$ cat config.mk
export PLATFORM = sky130hd
export DESIGN_NAME = fib_sync_rx_flat
export DESIGN_NICKNAME = d
export VERILOG_FILES = /design/src/rtl/fib_sync_rx_if.sv /design/src/rtl/fib_sync_rx.sv /design/src/flat_wrapper.sv
export SDC_FILE = /design/constraint.sdc
export NUM_CORES = 1
export LEC_CHECK = 0
export CAP_MARGIN = 20
export CORE_ASPECT_RATIO = 2
export CORE_UTILIZATION = 55
export CTS_CLUSTER_SIZE = 14
export DETAILED_ROUTE_END_ITERATION = 16
export MAX_ROUTING_LAYER = met4
export PLACE_DENSITY = 0.79
export SKIP_CTS_REPAIR_TIMING = 1
export SLEW_MARGIN = 15
export SYNTH_ARGS = -nofsm -noshare
export SYNTH_HDL_FRONTEND = slang
export SYNTH_SLANG_ARGS = --single-unit
$ cat constraint.sdc
create_clock -name clk -period 11.3 [get_ports clk]
set_clock_uncertainty 0.2 [all_clocks]
set_input_delay 2.26 -clock clk [delete_from_list [all_inputs] [get_ports clk]]
set_output_delay 2.26 -clock clk [all_outputs]
set_load 0.01 [all_outputs]
$ cat src/rtl/fib_sync_rx_if.sv
// fib_sync_rx_if: dual-rail input bundle plus the single-rail valid/ready
// output side of the fib_sync_rx bridge. The receiver uses the slave
// modport; the producer/consumer environment uses the master modport.
interface fib_sync_rx_if #(
  parameter int unsigned WIDTH = 32
);
  logic [WIDTH-1:0][1:0] in;
  logic                  ack_o;
  logic [WIDTH-1:0]      data_o;
  logic                  valid_o;
  logic                  ready_i;
  logic                  proto_err_o;
  logic                  fib_err_o;

  modport slave (
    input  in,
    input  ready_i,
    output ack_o,
    output data_o,
    output valid_o,
    output proto_err_o,
    output fib_err_o
  );

  modport master (
    output in,
    output ready_i,
    input  ack_o,
    input  data_o,
    input  valid_o,
    input  proto_err_o,
    input  fib_err_o
  );
endinterface

$ cat src/rtl/fib_sync_rx.sv
// fib_sync_rx: clocked receiver for a delay-insensitive dual-rail channel.
// Synchronizes every rail, detects codeword completion (four-phase "FP" or
// two-phase "TP"), returns the acknowledge from a flop and offers each word
// on a one-entry valid/ready slot.
// Optional Fibonacci sequence checker: define FIB_SYNC_RX_SEQ_CHECK_EN.
module fib_sync_rx #(
  parameter              ENC         = "TP",
  parameter int unsigned WIDTH       = 32,
  parameter int unsigned SYNC_STAGES = 2
) (
  input logic          clk,
  input logic          rst,
  fib_sync_rx_if.slave bus
);

  localparam bit IS_FP = (ENC == "FP");

  typedef enum logic [1:0] {
    ST_IDLE,
    ST_CAPTURE,
    ST_WAIT_SPACER
  } state_t;

  state_t state_q, state_d;

  logic [SYNC_STAGES-1:0][WIDTH-1:0][1:0] sync_q, sync_d;
  logic [WIDTH-1:0][1:0] s;
  logic [WIDTH-1:0][1:0] ref_q, ref_d;
  logic [WIDTH-1:0][1:0] x;
  logic [WIDTH-1:0]      bit_ok;
  logic [WIDTH-1:0]      word;
  logic                  any_illegal;
  logic                  all_complete;
  logic                  spacer;
  logic                  go;

  logic                  ack_q, ack_d;
  logic [WIDTH-1:0]      data_q, data_d;
  logic                  valid_q, valid_d;
  logic                  perr_q, perr_d;

  // Synchronizer chain: stage 0 samples the raw rails.
  always_comb begin
    sync_d    = sync_q;
    sync_d[0] = bus.in;
    for (int unsigned i = 1; i < SYNC_STAGES; i++) begin
      sync_d[i] = sync_q[i-1];
    end
  end

  assign s = sync_q[SYNC_STAGES-1];

  // Per-bit decode against the phase reference (zero in FP).
  always_comb begin
    x           = '0;
    bit_ok      = '0;
    word        = '0;
    any_illegal = 1'b0;
    for (int unsigned i = 0; i < WIDTH; i++) begin
      x[i]      = IS_FP ? s[i] : (s[i] ^ ref_q[i]);
      bit_ok[i] = (x[i] == 2'b01) || (x[i] == 2'b10);
      word[i]   = x[i][1];
      if (x[i] == 2'b11) begin
        any_illegal = 1'b1;
      end
    end
  end

  assign all_complete = &bit_ok;
  assign spacer       = (s == '0);
  assign go           = (state_q == ST_IDLE) && all_complete &&
                        (!valid_q || bus.ready_i);

  // Next-state and output-slot logic. The word is loaded on the edge that
  // enters CAPTURE so data/valid/ack appear SYNC_STAGES+1 edges after the
  // rails settle; CAPTURE itself is a one-cycle hold before the next phase.
  always_comb begin
    state_d = state_q;
    ack_d   = ack_q;
    data_d  = data_q;
    valid_d = valid_q;
    ref_d   = ref_q;
    perr_d  = perr_q | any_illegal;

    if (valid_q && bus.ready_i) begin
      valid_d = 1'b0;
    end

    unique case (state_q)
      ST_IDLE: begin
        if (go) begin
          state_d = ST_CAPTURE;
          data_d  = word;
          valid_d = 1'b1;
          ack_d   = IS_FP ? 1'b1 : ~ack_q;
          if (!IS_FP) begin
            ref_d = s;
          end
        end
      end
      ST_CAPTURE: begin
        state_d = IS_FP ? ST_WAIT_SPACER : ST_IDLE;
      end
      ST_WAIT_SPACER: begin
        if (spacer) begin
          ack_d   = 1'b0;
          state_d = ST_IDLE;
        end
      end
      default: begin
        state_d = ST_IDLE;
      end
    endcase
  end

  // State, slot and handshake registers.
  always_ff @(posedge clk or posedge rst) begin
    if (rst) begin
      state_q <= ST_IDLE;
      sync_q  <= '0;
      ref_q   <= '0;
      ack_q   <= 1'b0;
      data_q  <= '0;
      valid_q <= 1'b0;
      perr_q  <= 1'b0;
    end else begin
      state_q <= state_d;
      sync_q  <= sync_d;
      ref_q   <= ref_d;
      ack_q   <= ack_d;
      data_q  <= data_d;
      valid_q <= valid_d;
      perr_q  <= perr_d;
    end
  end

  assign bus.ack_o       = ack_q;
  assign bus.data_o      = data_q;
  assign bus.valid_o     = valid_q;
  assign bus.proto_err_o = perr_q;

`ifdef FIB_SYNC_RX_SEQ_CHECK_EN
  logic [WIDTH-1:0] p1_q, p1_d;
  logic [WIDTH-1:0] p2_q, p2_d;
  logic [1:0]       cnt_q, cnt_d;
  logic             fib_q, fib_d;
  logic [WIDTH-1:0] sum;

  assign sum = p1_q + p2_q;

  // Compare each capture with the sum of the two previous captures.
  always_comb begin
    p1_d  = p1_q;
    p2_d  = p2_q;
    cnt_d = cnt_q;
    fib_d = 1'b0;
    if (go) begin
      if ((cnt_q == 2'd2) && (word != sum)) begin
        fib_d = 1'b1;
      end
      p2_d = p1_q;
      p1_d = word;
      if (cnt_q != 2'd2) begin
        cnt_d = cnt_q + 2'd1;
      end
    end
  end

  // Sequence checker history registers.
  always_ff @(posedge clk or posedge rst) begin
    if (rst) begin
      p1_q  <= '0;
      p2_q  <= '0;
      cnt_q <= '0;
      fib_q <= 1'b0;
    end else begin
      p1_q  <= p1_d;
      p2_q  <= p2_d;
      cnt_q <= cnt_d;
      fib_q <= fib_d;
    end
  end

  assign bus.fib_err_o = fib_q;
`else
  assign bus.fib_err_o = 1'b0;
`endif

endmodule

$ cat src/flat_wrapper.sv
// flat-port wrapper written by rule: the top's interface ports become plain ports
module fib_sync_rx_flat 
#(
  parameter              ENC         = "  ",
  parameter int unsigned WIDTH       = 32,
  parameter int unsigned SYNC_STAGES = 2
)
  (clk, rst, bus_in, bus_ready_i, bus_ack_o, bus_data_o, bus_valid_o, bus_proto_err_o, bus_fib_err_o);
  fib_sync_rx_if #(.WIDTH(WIDTH)) bus_i ();
  input logic clk;
  input logic rst;
  input wire logic [$bits(bus_i.in)-1:0] bus_in;
  input wire logic [$bits(bus_i.ready_i)-1:0] bus_ready_i;
  output wire logic [$bits(bus_i.ack_o)-1:0] bus_ack_o;
  output wire logic [$bits(bus_i.data_o)-1:0] bus_data_o;
  output wire logic [$bits(bus_i.valid_o)-1:0] bus_valid_o;
  output wire logic [$bits(bus_i.proto_err_o)-1:0] bus_proto_err_o;
  output wire logic [$bits(bus_i.fib_err_o)-1:0] bus_fib_err_o;
  assign bus_i.in = bus_in;
  assign bus_i.ready_i = bus_ready_i;
  assign bus_ack_o = bus_i.ack_o;
  assign bus_data_o = bus_i.data_o;
  assign bus_valid_o = bus_i.valid_o;
  assign bus_proto_err_o = bus_i.proto_err_o;
  assign bus_fib_err_o = bus_i.fib_err_o;
  fib_sync_rx #(.ENC(ENC), .WIDTH(WIDTH), .SYNC_STAGES(SYNC_STAGES)) u_core (.clk(clk), .rst(rst), .bus(bus_i));
endmodule
==> results of run 1 <==
where the power goes:
group | total [W] | switching (W) | internal (W)
Sequential | 0.000851 | 0.0000116 | 0.000840
Combinational | 0.0000662 | 0.0000339 | 0.0000323
Clock | 0.000626 | 0.000263 | 0.000362
Total | 0.00154 | 0.000309 | 0.00123
final cells by class:
| cell class | instances | area share, % |
|---|---|---|
| repair buffers | 103 | 10.4 |
| flip-flops and latches | 228 | 57.4 |
| multi-input cells | 224 | 23.8 |
| clock inverters | 1 | 0.302 |
| clock buffers | 26 | 5.58 |
| well taps | 192 | 2.42 |
| inverters | 1 | 0.113 |
through the flow:
step | area (um^2) | std cells | power (W)
2_1_floorplan | 8140 | 464 | 0.000893
3_3_place_gp | 9350 | 748 | 0.000930
3_5_place_dp | 9350 | 748 | 0.000934
4_1_cts | 9930 | 775 | 0.00156
5_1_grt | 9940 | 775 | 0.00160
6_report | 9940 | 775 | 0.00154
per-layer routing:
layer | global-route usage (%) | vias up
met5 | - | -
met1 | 21.2 | 2008
met3 | 2.94 | 34
met2 | 32.9 | 87
met4 | 8.47 | 0
li1 | - | 1795
flip-flops by register name, indices dropped and copies added, names as in the netlist:
register,count
u_core.ref_q,64
u_core.s,64
u_core.sync_d,64
u_core.bus.data_o,32
u_core.bus.ack_o,1
u_core.bus.proto_err_o,1
u_core.bus.valid_o,1
u_core.state_q,1
cell families after synthesis:
family | count (synthesis) | share of synthesized area (%)
mux | 96 | 14.7
simple gates | 30 | 2.32
other cells | 1 | 0.0461
flops | 228 | 70.1
fa+ha+maj | 32 | 4.92
xor+xnor | 65 | 7.00
buf+inv | 12 | 0.923
worst reg2reg max path, delay by kind of cell, from the launching register on:
| kind | cells | cell delay (ns) |
|---|---|---|
| and+or+nand+nor | 3 | 1.34 |
| buffers and inverters | 1 | 0.66 |
| muxes | 1 | 0.47 |
| DFF | 1 | 0.38 |
| adders and majority gates | 1 | 0.33 |
| xor gates and xnor gates | 1 | 0.20 |
layout by cell type, fill, tap and decap left out:
cell type        synthesis  layout
dfrtp_1                228     228
clkdlybuf4s50_1          0     101
mux2_2                  66      66
xor2_1                  64      64
ha_1                    32      32
mux2_4                  30      30
clkbuf_16                0      21
nor4_1                   8       8
nand4_1                  7       7
nand2_1                  4       4
clkbuf_1                 0       4
nor2_1                   2       2
nand4b_1                 2       2
nand2b_1                 1       1
nor4_2                   1       1
nand3_1                  1       1
nor3_1                   1       1
nand4_4                  0       1
or4_1                    1       1
inv_8                    0       1
nor2b_1                  1       1
xnor2_1                  1       1
conb_1                   1       1
clkbuf_8                 0       1
bufinv_16                0       1
buf_4                    2       1
buf_6                    3       1
worst paths after layout:
check	from	slack, ns	to
max in group asynchronous	rst	7.37	u_core.s[18]$_DFF_PP0_
setup / recovery	bus_ready_i	6.76	u_core.bus.data_o[3]$_DFFE_PP0P_
min in group asynchronous	rst	2.18	u_core.sync_d[87]$_DFF_PP0_
hold reg to reg	u_core.sync_d[102]$_DFF_PP0_	0.15	u_core.s[38]$_DFF_PP0_
setup reg to reg	u_core.ref_q[23]$_DFFE_PP0P_	7.62	u_core.bus.data_o[3]$_DFFE_PP0P_
hold / removal	u_core.sync_d[102]$_DFF_PP0_	0.15	u_core.s[38]$_DFF_PP0_
==> out/qor.yml, run 1 <==
synthesis:
  yosys_warnings: 0
  ys_seq_area_share_pct: 70.1
  ys.flop_type: "dfrtp_1"
  post-synth-top-area-fraction_pct: 70.1
  syn_area_um2: 8140
  synth-edff-count: 0
  synthesis.instances: 464
  synthArstFlopShare_pct: 100
  ys_top_cells_by_area: "dfrtp_1, mux2_2, xor2_1"
  ys_ff_latch: 228
  syn_area_per_cell_um2: 17.5
  synth_nets: 563
  yosys.area.top_type: "dfrtp_1"
  synth_most_common_cell: "dfrtp_1"
  synth_common_cells: "dfrtp_1, mux2_2, xor2_1"
  ys_types: 23
clocking:
  path_clk_slew_ns: 0.06
  cts_buffers: 20
  cts_max_path_buffers: 3
  clkLatencyLatePin_ns: 0.48
  clkSinkCount: 228
  cts_root_buffer: "clkbuf_16"
  cts_tree: "done"
  htree_levels: 1
sta:
  finalCriticalPeriod_ns: 4.54
  fmax_mhz: 220
  rsz0062_at_grt: "false"
  hold_viol_final: 0
  hold_slack_ns: 0.145
  finalCritPeriodShare_pct: 40.2
  worst_slack_ns: 6.76
  report.final.slew_viol_count: 0
  setup_viol: 0
  slew_headroom_pct: 39.6
  tightestPinTransition_ns: 0.906
  fin_setup_tns_ns: 0
die:
  coreArea_um2: 14400
  die_y_um: 174
  initial_utilization_pct: 56.4
  ios: 103
  rows: 62
  die-width_um: 88.0
  dieArea_um2: 15300
routing:
  ant_nets: 0
  vias: 3924
  avgRoutedWirePerCell_um: 17.1
  m1WireLength_um: 4870
  dr_wl_met3_um: 518
  wl_met2_um: 7350
  drt-total-wl_um: 13300
  drc: 0
  drtIter0Drc: 163
  viasPerCell: 5.06
  top_layer: "met4"
  first_pass_iters: 4
final_layout:
  final_layout_size_suffix_gt1_share_pct: 21.3
  area_growth_pct: 22.1
  multi_input_area_um2: 2360
  num-fill-cells: 996
  diodes: 0
  fin_nets: 677
  seq_area_um2: 5710
  utilization_pct: 68.9
global_route:
  grt_pass1_vias: 4317
  overflow: 0
  grt_max_degree: 138
  antenna_found_initial: 0
  grt_pass1_wl_um: 21300
  grt_usage_pct: 19.1
worst_setup_path:
  cp_cell_sequence: "clkdlybuf4s50_1 -> nand2b_1 -> nand4_4 -> buf_4 -> mux2_4"
  crit_cells: 5
  start_kind: "input port"
  arrival_ns: 4.71
  reg2reg_depth: 7
  cp_slowest_stage_delay_ns: 0.67
  critPathCaptureType: "flop"
  critPathBufInv: 2
  cp_top_family: "buffers and inverters"
  worstSetupPathType: "input port to flop"
  worstPathRequired_ns: 11.46
  cp_max_fo: 58
  crit_path_top_delay_cell: "nand4_4"
power:
  ir_worst_vdd_mv: 0.132
  power_density_nw_per_um2: 155
  leakagePower_nw: 4.96
worst_hold_path:
  hold_path_class: "flop to flop"
  hold_depth: 0
placed_design:
  gp_congestion: 0.769
  dp_hpwl_um: 9070
  dp_slack_ns: 6.25
  port_buffers: 101
run:
  max-cap-violations: 0
outcome:
  status: "finished, final reports clean"
Power figures use the tool's default switching activity.
==> run 2, diff against run 1 <==
==> constraint.sdc (replaced) <==
create_clock -name clk -period 4.19 [get_ports clk]
set_clock_uncertainty 0.2 [all_clocks]
set_input_delay 0.838 -clock clk [delete_from_list [all_inputs] [get_ports clk]]
set_output_delay 0.838 -clock clk [all_outputs]
set_load 0.01 [all_outputs]
==> run 2 against run 1 <==
Final cell count is 0.77% higher. Total power grew to 2.7 times the previous value. Critical endpoint is now u_core.bus.data_o[2]$_DFFE_PP0P_. Die area stayed put.
==> out/qor.yml, run 2 (same netlist as run 1, synthesis figures left out) <==
power:
  leakagePower_nw: 5.01
  power_density_nw_per_um2: 417
  clockPowerShare_pct: 40.7
  p_seq_share_pct: 54.8
  ir_worst_vdd_mv: 0.352
  p_sw_share_pct: 20.1
  finalPower_w: 0.00419
  pwr-share-comb_pct: 4.4
  p_int_w: 0.00335
  power_switching_w: 0.000840
clocking:
  cts_buffers: 20
  cts_max_path_buffers: 3
  cts_tree: "done"
  clkSinkCount: 228
  cts_root_buffer: "clkbuf_16"
  path_clk_slew_ns: 0.06
  htree_levels: 1
  clkLatencyLatePin_ns: 0.49
sta:
  finalCritPeriodShare_pct: 66.5
  fmax_mhz: 359
  rsz0062_at_grt: "false"
  hold_viol_final: 0
  finalCriticalPeriod_ns: 2.79
  tightestPinTransition_ns: 0.875
  report.final.slew_viol_count: 0
  slew_headroom_pct: 41.5
  setup_viol: 0
  fin_setup_tns_ns: 0
global_route:
  grt_usage_pct: 20.6
  busiest_layer: "met2"
  grt_util_met3_pct: 2.99
  grt_use_met1_pct: 22.8
  grtUsageMet2_pct: 36.3
  grt_pass1_wl_um: 22900
  antenna_found_initial: 0
  grt_pass1_vias: 4534
  grt_max_degree: 60
  overflow: 0
final_layout:
  fin_nets: 684
  layout_commonest_cell: "dfrtp_1"
  diodes: 0
  num-fill-cells: 997
  final_layout_size_suffix_gt1_share_pct: 22.4
  final_cell_mix: "dfrtp_1, clkdlybuf4s50_1, mux2_2, xor2_1, ha_1"
  area_growth_pct: 23.4
die:
  rows: 62
  coreArea_um2: 14400
  die_y_um: 174
  dieArea_um2: 15300
  ios: 103
  die-width_um: 88.0
  initial_utilization_pct: 56.4
routing:
  vias: 3947
  viasPerCell: 5.05
  drtIter0Drc: 99
  ant_nets: 0
  avgRoutedWirePerCell_um: 17.9
  drt-total-wl_um: 14000
  first_pass_iters: 4
  drc: 0
worst_setup_path:
  worstPathRequired_ns: 4.36
  cp_max_fo: 28
  arrival_ns: 2.96
  critPathCaptureType: "flop"
  start_kind: "flop"
  worstSetupPathType: "flop to flop"
placed_design:
  dp_hpwl_um: 9820
  port_buffers: 101
  gp_congestion: 0.719
run:
  max-cap-violations: 0
worst_hold_path:
  hold_path_class: "flop to flop"
outcome:
  status: "finished, final reports clean"
run 2: power by group through the flow:
stage                     registers [W]  clock network [W]  logic (W)
final                           0.00230            0.00171   0.000186
after global routing            0.00230            0.00184   0.000210
after CTS                       0.00230            0.00175   0.000193
after detailed placement        0.00234                  0   0.000190
after global placement          0.00233                  0   0.000185
after floorplan                 0.00233                  0  0.0000824
run 2: worst paths after layout:
path / slack, ns / endpoint / depth (start not counted) / startpoint
max in group asynchronous: 2.21 / u_core.ref_q[1]$_DFFE_PP0P_ / 3 / rst
max reg2reg: 1.40 / u_core.bus.data_o[2]$_DFFE_PP0P_ / 7 / u_core.ref_q[59]$_DFFE_PP0P_
min: 0.14 / u_core.s[13]$_DFF_PP0_ / 0 / u_core.sync_d[77]$_DFF_PP0_
min in group asynchronous: 0.69 / u_core.s[21]$_DFF_PP0_ / 2 / rst
max: 1.40 / u_core.bus.data_o[2]$_DFFE_PP0P_ / 7 / u_core.ref_q[59]$_DFFE_PP0P_
min reg2reg: 0.14 / u_core.s[13]$_DFF_PP0_ / 0 / u_core.sync_d[77]$_DFF_PP0_
run 2: worst max-delay path: stages (launching register included):
cell and delay [ns]:
dfrtp_1 0.39, xor2_1 0.18, ha_1 0.34, nand4_1 0.15, nor4_2 0.39, nand4_4 0.29, buf_4 0.36, mux2_4 0.34
run 2: final cells by class:
type                       count  area (um^2)  area share, %
sequential                   228         5710           56.8
multi-input combinational    224         2360           23.6
timing repair buffer         110         1130           11.2
clock buffer                  25          561           5.58
tap                          192          240           2.39
clock inverter                 1         30.0          0.299
inverter                       1         7.51         0.0748
run 2: layer usage:
metal  wire length [um]  share of wire [%]
met1               5090                 36
met2               7980                 57
met3                492                3.5
met4                405                2.9
met5                  0                  0
run 2: through the flow:
stage	util (%)	worst slack (ns)	cell area [um^2]	std cells	hold WS [ns]
final	69.6	1.40	10000	781	0.137
after global routing	69.6	1.25	10000	781	0.147
after CTS	69.6	1.39	10000	781	0.145
after detailed placement	65.5	1.33	9450	755	0.135
after global placement	65.5	1.39	9450	755	0.131
after floorplan	-	0.172	8140	464	0.131
